`src/rtl/apb_master_bridge.sv`:
```
// apb_master_bridge
// Turns a one-transfer-at-a-time command interface into AMBA 3 APB
// SETUP/ACCESS sequences. Wait states from pready are counted, pslverr
// and prdata are captured on the completing edge, and a programmable
// timeout aborts a transfer to a slave that never raises pready.

module apb_master_bridge #(
    parameter int ADDR_W  = 8,
    parameter int DATA_W  = 8,
    parameter int TIMEOUT = 16
) (
    input  logic              pclk,
    input  logic              preset,

    input  logic              cmd_valid,
    output logic              cmd_ready,
    input  logic              cmd_write,
    input  logic [ADDR_W-1:0] cmd_addr,
    input  logic [DATA_W-1:0] cmd_wdata,

    output logic              rsp_valid,
    output logic [DATA_W-1:0] rsp_rdata,
    output logic              rsp_slverr,
    output logic              rsp_timeout,
    output logic [7:0]        rsp_waits,

    output logic              psel,
    output logic              penable,
    output logic              pwrite,
    output logic [ADDR_W-1:0] paddr,
    output logic [DATA_W-1:0] pwdata,
    input  logic [DATA_W-1:0] prdata,
    input  logic              pready,
    input  logic              pslverr
);

    localparam logic [1:0] ST_IDLE   = 2'd0;
    localparam logic [1:0] ST_SETUP  = 2'd1;
    localparam logic [1:0] ST_ACCESS = 2'd2;

    // A timeout beyond the counter range can never fire because the
    // counter saturates at 255; the reported wait count is clamped too.
    localparam int          TIMEOUT_CLAMP = (TIMEOUT > 255) ? 255 : TIMEOUT;
    localparam logic [7:0]  TIMEOUT_WAITS = 8'(TIMEOUT_CLAMP);
    localparam logic [31:0] TIMEOUT_U     = 32'(TIMEOUT);
    localparam logic        TIMEOUT_EN    = (TIMEOUT != 0);

    logic [1:0] state;
    logic [1:0] next_state;
    logic [7:0] wait_cnt;
    logic [7:0] wait_inc;
    logic       timeout_hit;
    logic       accept;
    logic       access_done;
    logic       access_abort;

    // Commands are only taken while idle and never while reset is held.
    assign cmd_ready = (state == ST_IDLE) && !preset;
    assign accept    = cmd_valid && cmd_ready;

    // Decode the transfer events and the next FSM state from the current cycle.
    always_comb begin
        wait_inc     = (wait_cnt == 8'hFF) ? 8'hFF : (wait_cnt + 8'd1);
        timeout_hit  = TIMEOUT_EN && ({24'd0, wait_inc} == TIMEOUT_U);
        access_done  = (state == ST_ACCESS) && pready;
        access_abort = (state == ST_ACCESS) && !pready && timeout_hit;
        next_state   = state;
        case (state)
            ST_IDLE: begin
                if (accept) begin
                    next_state = ST_SETUP;
                end
            end
            ST_SETUP: begin
                next_state = ST_ACCESS;
            end
            ST_ACCESS: begin
                if (access_done || access_abort) begin
                    next_state = ST_IDLE;
                end
            end
            default: begin
                next_state = ST_IDLE;
            end
        endcase
    end

    // FSM state register.
    always_ff @(posedge pclk) begin
        if (preset) begin
            state <= ST_IDLE;
        end else begin
            state <= next_state;
        end
    end

    // APB request signals; address, direction and data hold between transfers.
    always_ff @(posedge pclk) begin
        if (preset) begin
            psel    <= 1'b0;
            penable <= 1'b0;
            pwrite  <= 1'b0;
            paddr   <= '0;
            pwdata  <= '0;
        end else if (accept) begin
            psel    <= 1'b1;
            penable <= 1'b0;
            pwrite  <= cmd_write;
            paddr   <= cmd_addr;
            pwdata  <= cmd_wdata;
        end else if (state == ST_SETUP) begin
            penable <= 1'b1;
        end else if (access_done || access_abort) begin
            psel    <= 1'b0;
            penable <= 1'b0;
        end
    end

    // Count ACCESS edges with pready low, cleared on entry to ACCESS.
    always_ff @(posedge pclk) begin
        if (preset) begin
            wait_cnt <= 8'd0;
        end else if (state == ST_SETUP) begin
            wait_cnt <= 8'd0;
        end else if ((state == ST_ACCESS) && !pready) begin
            wait_cnt <= wait_inc;
        end
    end

    // Response strobe and status; fields hold until the next response.
    always_ff @(posedge pclk) begin
        if (preset) begin
            rsp_valid   <= 1'b0;
            rsp_rdata   <= '0;
            rsp_slverr  <= 1'b0;
            rsp_timeout <= 1'b0;
            rsp_waits   <= 8'd0;
        end else begin
            rsp_valid <= 1'b0;
            if (access_done) begin
                rsp_valid   <= 1'b1;
                rsp_rdata   <= pwrite ? '0 : prdata;
                rsp_slverr  <= pslverr;
                rsp_timeout <= 1'b0;
                rsp_waits   <= wait_cnt;
            end else if (access_abort) begin
                rsp_valid   <= 1'b1;
                rsp_rdata   <= '0;
                rsp_slverr  <= 1'b1;
                rsp_timeout <= 1'b1;
                rsp_waits   <= TIMEOUT_WAITS;
            end
        end
    end

endmodule

```
`config.mk`:
```
export PLATFORM = sky130hd
export DESIGN_NAME = apb_master_bridge
export DESIGN_NICKNAME = d
export VERILOG_FILES = /design/src/rtl/apb_master_bridge.sv
export SDC_FILE = /design/constraint.sdc
export NUM_CORES = 1
export LEC_CHECK = 0
export BUFFER_PORTS_ARGS = -buffer_cell sky130_fd_sc_hd__buf_4
export CAP_MARGIN = 0
export CORE_ASPECT_RATIO = 0.7
export CORE_UTILIZATION = 48
export DETAILED_ROUTE_END_ITERATION = 12
export PLACE_DENSITY = 0.78
export SLEW_MARGIN = 20
export SYNTH_ARGS = -nofsm -noshare
export SYNTH_HDL_FRONTEND = slang
export SYNTH_SLANG_ARGS = --single-unit
```
`constraint.sdc`:
```
create_clock -name pclk -period 2.2 [get_ports pclk]
set_input_delay 0.33 -clock pclk [delete_from_list [all_inputs] [get_ports pclk]]
set_output_delay 0.33 -clock pclk [all_outputs]
set_load 0.02 [all_outputs]
```
==> results by group, run 1 <==
Outcome
  – Outcome: completed

Critical path
  – Crit path DAT: 2.24 ns
  – Worst Setup End Kind: flop
  – Slowest stage delay, CP: between 0.4 and 0.5 ns
  – Critical-path cell list: ha_1 > and3_1 > mux2i_1 > a41o_2 > a31oi_4 > buf_12 > a22o_1
  – R2R depth: 7
  – CP required: 2.39 ns
  – Worst R2R Setup Slack: 0.15 ns
  – Critical path class: flop to flop
  – Critical-path maximum fanout: 15
  – Type of origin of the critical path: flop
  – Slowest-stage cell, CP: dfxtp_1

STA
  – Final Hold Viols: 0
  – Crit share post-route: 0.933
  – RSZ-0062 raised after global routing: no
  – Worst Tran Pin Value: 0.550 ns
  – Fin worst setup slack: 0.147 ns
  – Final setup fails: 0
  – Slew HR: 0.631
  – Layout Skew: about 0.0036 ns
  – Fin. max-slew vios: 0
  – Max frequency: between 0.4 and 0.5 GHz
  – Fin crit period: roughly 2.1 ns
  – Setup TNS: 0 ns

Global route
  – Global-route wire length before repair: 6570 um
  – Largest net degree at the start of global routing: 30
  – Initial antenna violation count: 0
  – GRT Total Usage: 0.206
  – Grt ovf: 0
  – Vias in the first global route: 1380

Place
  – Hpwl dp: 3080 um
  – Setup WS pre-CTS: 0.158 ns
  – GP Congestion: 0.819
  – Port bufs: between 60 and 70

Synth
  – Post-Syn Instances: 200
  – YS warnings: 0
  – Post-synthesis sequential area ratio: 0.510
  – Asr flop ratio synth: 0
  – Cell variety after synth: 37
  – Avg Cell Area, Syn: 9.42 sq um
  – Ys flop type: dfxtp_1
  – Post-Synthesis Cell Area: between 1500 and 2000 sq um
  – Number of synthesized flops with an enable pin: 0
  – Total nets after synthesis: 231
  – Register bit count reported by yosys: 48

Job
  – Max_cap viols: 0

Clock tree
  – Clk sink count: 48
  – Max clock buf depth: 2
  – CTS tree: built
  – CTS H-tree depth: 2
  – CTS clk-pin slew, worst paths: 0.08 ns
  – Clock Latency Late Sink: slightly below 0.3 ns
  – Clk root buf: clkbuf_8
  – TritonCTS buffer count: 5

Worst hold path
  – Hold path depth: 2
  – Min-Delay Path Class: primary input to flop

Floorplanning
  – Core Area: 3630 sq um
  – Initial core utilization: 0.519
  – Site Rows: 18
  – Die outline width: about 77 um
  – DIE HEIGHT: roughly 54 um
  – IO Count: 69
  – Die area: about 4200 sq um

Power and ir drop
  – Cell internal pwr: 0.00131 W
  – Static Leak: 1.08 nW
  – P_sw: 0.000375 W
  – Combinational share of power: 0.115
  – Pwr dens: 664 nW/um^2
  – Power share of the sequential group: 0.540
  – Clk pwr share: 0.345
  – Net Sw Frac: 0.222
  – Max IR drop VDD: around 0.53 mV

Detailed routing
  – First-pass detailed-route iteration total: 4
  – Routed via count: ~1700
  – DRT antenna net count: 0
  – WL/cell: 13.4 um
  – Via density per instance: about 5.2
  – Total wire length: 4270 um
  – DR iter-0 viols: 83
  – Post-route DRC: 0

Layout
  – Diode count: 0
  – Area delta synth->final: 35.0%
  – Layout cells sized above 1: 0.316
  – Nets: about 300
-- logic make-up after synthesis --
group | Yosys count | share of synthesized area
AOI/OAI and AO/OA | 58 | 0.223
adders and majority gates | 1 | 0.00664
buffers and inverters | 13 | 0.0392
DFF | 48 | 0.510
muxes | 5 | 0.0266
and+or+nand+nor | 75 | 0.195
-- stage by stage --
step / cell area [sq um] / hold slack [ns] / util / total power, W / cells
5_1_grt: 2540 / 0.239 / 0.701 / 0.00176 / 319
3_5_place_dp: 2420 / 0.447 / 0.668 / 0.00112 / 312
2_1_floorplan: 1880 / 0.455 / - / 0.00103 / 200
3_3_place_gp: 2420 / 0.436 / 0.668 / 0.00112 / 312
4_1_cts: 2520 / 0.235 / 0.696 / 0.00170 / 318
6_report: 2540 / 0.246 / 0.701 / 0.00169 / 319
-- worst max-delay path, delay by kind of cell, from the launching register on --
family | cells | cell delay [ns]
DFF | 1 | 0.45
and+or+nand+nor | 1 | 0.24
adders and majority gates | 1 | 0.30
AOI/OAI and AO/OA | 3 | 0.59
buffers and inverters | 1 | 0.16
muxes | 1 | 0.20
-- synthesized netlist by cell type (all sizes together), types with 2 or more instances --
master | n | area, sq um
inv | 2 | 7.51
and3 | 3 | 18.8
and4 | 2 | 17.5
nor3 | 3 | 15.0
o21ai | 3 | 22.5
a21oi | 25 | 125
clkbuf | 4 | 15.0
a22o | 14 | 123
a311oi | 2 | 17.5
nor2b | 3 | 18.8
buf | 6 | 47.5
a211oi | 6 | 45.0
mux2i | 5 | 50.1
nand2 | 39 | 146
nand2b | 4 | 25.0
a31oi | 2 | 27.5
nand4 | 4 | 25.0
nor2 | 9 | 33.8
nand3 | 3 | 15.0
dfxtp | 48 | 961
-- final timing paths --
| path | from | to |
|---|---|---|
| worst max-delay path | wait_cnt[0] | rsp_rdata[5] |
| worst min-delay path | prdata[3] | rsp_rdata[3] |
| worst max register to register | wait_cnt[0] | rsp_rdata[5] |
| worst min register to register | paddr[0] | paddr[0] |
-- flip-flops by register name, indices dropped and copies added (netlist names), 2 cells and up --
register	count
wait_cnt	8
state	2
rsp_rdata	8
pwdata	8
paddr	8
rsp_waits	8
-- per-layer routing --
layer	part of all wire	track usage	vias up
met5	0	0	-
met4	0.012	0.0962	0
met3	0.076	0.0567	4
met2	0.43	0.287	59
met1	0.48	0.295	749
li1	-	-	854
-- layout by cell type (no fill, tap or decap), types with 2 or more instances in the layout --
cell / n
buf_4: 72
dfxtp_1: 48
nand2_1: 39
a21oi_1: 25
a22o_1: 14
nor2_1: 9
a211oi_1: 6
mux2i_1: 5
clkbuf_8: 5
nand2b_1: 4
nand4_1: 4
nor3_1: 3
and3_1: 3
nand3_1: 3
nor2b_1: 3
and4_1: 2
o21ai_2: 2
inv_1: 2
a311oi_1: 2
-- power by group through the flow --
stage          combinational (W)  sequential (W)  clock (W)
6_report                0.000194        0.000911   0.000583
5_1_grt                 0.000210        0.000915   0.000634
4_1_cts                 0.000190        0.000911   0.000603
3_5_place_dp            0.000189        0.000932          0
3_3_place_gp            0.000189        0.000930          0
2_1_floorplan          0.0000717        0.000956          0
-- what timing repair did --
action                                  CTS  global route
buffers inserted                          0             1
hold buffers                              0             0
endpoints found under the setup margin    0            14
resized for setup                         0             0
-- area by class of cell --
cell class,instances,area [sq um]
multi-input combinational,139,848
sequential,48,961
tap,50,62.6
inverter,3,11.3
fill,281,1080
clock buffer,5,68.8
clock inverter,1,30.0
timing repair buffer,73,561
Power figures use the tool's default switching activity.
==> inputs of run 2 (changes only) <==
- MAX_ROUTING_LAYER: unset -> met4
- clock period: 2.2 -> 2.1 ns (I/O delays scaled with it)
==> run 2 against run 1 <==
Against the previous run:
- setup slack got worse by 0.016 ns
- sequential cell count unchanged
- design area up 1.5%
- clock power grew 6.0%
- register-to-register slack worse by 0.02 ns
- core utilization up 1.0 points
- total power is 5.3% higher
==> results by group, run 2 (synthesized netlist as in run 1, its figures left out) <==
Power and ir drop
  – Clk pwr share: 0.347 (+0.002)
  – Power share of the sequential group: 0.536 (-0.004)
  – Combinational share of power: 0.116 (about the same)
  – Static Leak: 1.11 nW (+2.5%)
  – Max IR drop VDD: 0.431 mV (-18%)
  – P_sw: 0.000401 W (+6.9%)
  – Net Sw Frac: 0.226 (+0.00328)
  – Pwr dens: 689 nW/um^2 (+3.8%)
  – Cell internal pwr: 0.00138 W (+4.9%)

STA
  – Final Hold Viols: 0 (unchanged)
  – Slew HR: 0.656 (+0.0250)
  – RSZ-0062 raised after global routing: no
  – Fin worst setup slack: 0.131 ns (-0.0157 ns)
  – Layout Skew: 0.00363 ns (+0.0000494 ns)
  – Max frequency: 0.508 GHz (+4.3%)
  – Fin. max-slew vios: 0 (unchanged)
  – Final setup fails: 0 (unchanged)
  – Setup TNS: 0 ns (unchanged)
  – Worst Tran Pin Value: 0.513 ns (-0.0372 ns)
  – Fin crit period: 1.97 ns (-0.0843 ns)
  – Crit share post-route: 0.937 (+0.00431)

Critical path
  – R2R depth: 7 (unchanged)
  – Slowest stage delay, CP: 0.45 ns (about the same)
  – Worst R2R Setup Slack: 0.13 ns (-0.02 ns)
  – Critical-path maximum fanout: 15 (unchanged)
  – Critical-path cell list: ha_1 > and3_1 > mux2i_1 > a41o_2 > a31oi_4 > buf_12 > a22o_1
  – Critical path class: flop to flop
  – Slowest-stage cell, CP: dfxtp_1
  – FF-to-FF Start: wait_cnt[1]
  – Worst Setup End Kind: flop
  – Crit path DAT: 2.16 ns (-0.08 ns)
  – R2R Path End: rsp_rdata[2]
  – CP bufs+invs: 1 (unchanged)
  – CP required: 2.29 ns (-0.10 ns)
  – Critical path's top delay family: compound AO/OA/AOI/OAI gates
  – Type of origin of the critical path: flop

Layout
  – Layout cells sized above 1: 0.328 (+0.0125)
  – Post-route insts no fill: 324 (+1.6%)
  – Commonest cells after routing, fill and taps aside: 77 x buf_4, 48 x dfxtp_1, 39 x nand2_1
  – Fillers: 297 (+5.7%)
  – Area delta synth->final: 37.0%
  – Fin util: 0.712 (+0.0104)
  – Commonest non-fill, non-tap cell in the layout: buf_4
  – Diode count: 0 (unchanged)
  – Nets: 306 (+1.7%)

Clock tree
  – Hold Buf Count CTS: 0 (unchanged)
  – Clk root buf: clkbuf_8
  – Clock Latency Late Sink: 0.30 ns (about the same)
  – CTS tree: built
  – Setup Buffers After CTS: 0 (unchanged)
  – CTS clk-pin slew, worst paths: 0.08 ns (about the same)
  – Max clock buf depth: 2 (unchanged)
  – Clk sink count: 48 (unchanged)
  – TritonCTS buffer count: 5 (unchanged)
  – CTS H-tree depth: 2 (unchanged)
  – CTS resizes: 0 (unchanged)

Floorplanning
  – Die outline width: 76.9 um (unchanged)
  – Initial core utilization: 0.519 (unchanged)
  – IO Count: 69 (unchanged)
  – Core Area: 3630 sq um (unchanged)
  – Die area: 4180 sq um (unchanged)
  – Site Rows: 18 (unchanged)
  – DIE HEIGHT: 54.4 um (unchanged)

Global route
  – Initial antenna violation count: 0 (unchanged)
  – Vias in the first global route: 1514 (+9.7%)
  – GRT Total Usage: 0.223 (+0.0164)
  – Global-route wire length before repair: 6870 um (+4.5%)
  – Largest net degree at the start of global routing: 30 (unchanged)
  – Grt ovf: 0 (unchanged)

Detailed routing
  – DR iter-0 viols: 95 (+14%)
  – First-pass detailed-route iteration total: 4 (unchanged)
  – Total wire length: 4440 um (+4.0%)
  – Post-route DRC: 0 (unchanged)
  – WL/cell: 13.7 um (+2.4%)
  – Routed via count: 1733 (+4.0%)
  – Via density per instance: 5.35 (+2.4%)
  – DRT antenna net count: 0 (unchanged)

Worst hold path
  – Min-Delay Path Class: primary input to flop
  – Hold path depth: 2 (unchanged)
  – Min-delay src: prdata[3]
  – Hold Crit Endpoint: rsp_rdata[3]

Place
  – Port bufs: 68 (unchanged)
  – GP Congestion: 0.856 (+4.5%)
  – DP Cell Count: 318 (+1.9%)
  – Hpwl dp: 3230 um (+4.7%)
  – Setup WS pre-CTS: 0.168 ns (+0.0105 ns)

Outcome
  – Outcome: completed

Job
  – Max_cap viols: 0 (unchanged)
## run 2: cell types whose count changed in the layout (fill, tap and decap cells not counted), sizes merged
cell	before	now
buf	73	78
## run 2: how the worst max path moves through the flow
stage,start,to,slack [ns],depth (start not counted)
after floorplan,wait_cnt[0],rsp_waits[6],0.20,7
after global placement,wait_cnt[1],rsp_waits[3],0.25,7
after detailed placement,wait_cnt[1],rsp_rdata[2],0.17,7
after CTS,wait_cnt[1],rsp_rdata[2],0.16,7
after global routing,wait_cnt[1],rsp_rdata[2],0.04,7
final,wait_cnt[1],rsp_rdata[2],0.13,7
## run 2: power groups by stage
stage / logic [W] / registers, W / clock network [W]
2_1_floorplan: 0.0000751 / 0.00100 / 0
3_3_place_gp: 0.000206 / 0.000974 / 0
3_5_place_dp: 0.000207 / 0.000975 / 0
4_1_cts: 0.000208 / 0.000953 / 0.000638
5_1_grt: 0.000224 / 0.000957 / 0.000671
6_report: 0.000207 / 0.000953 / 0.000618
## run 2: through the flow
step / power (W) / hold WS (ns) / area (sq um)
after detailed placement: 0.00118 / 0.443 / 2480
after global placement: 0.00118 / 0.436 / 2480
after floorplan: 0.00108 / 0.440 / 1880
after global routing: 0.00185 / 0.210 / 2580
final: 0.00178 / 0.228 / 2580
after CTS: 0.00180 / 0.217 / 2580
## run 2: routing by layer
layer	global-route usage	wire length [um]
met1	0.284	2120
met2	0.332	1970
met5	-	0
met4	0.112	74
met3	0.0583	281
## run 2: cell type report
cell class / count / area, sq um / area share
Clock buffer: 5 / 68.8 / 0.0267
Clock inverter: 1 / 30.0 / 0.0116
Inverter: 3 / 11.3 / 0.00436
Multi-Input combinational cell: 139 / 848 / 0.329
Sequential cell: 48 / 961 / 0.372
Tap cell: 50 / 62.6 / 0.0242
Timing Repair Buffer: 78 / 598 / 0.232
## run 2: worst reg2reg max path: stages (launching register included)
cell     delay, ns
dfxtp_1       0.45
ha_1          0.21
and3_1        0.23
mux2i_1       0.20
a41o_2        0.26
a31oi_4       0.10
buf_12        0.16
a22o_1        0.24
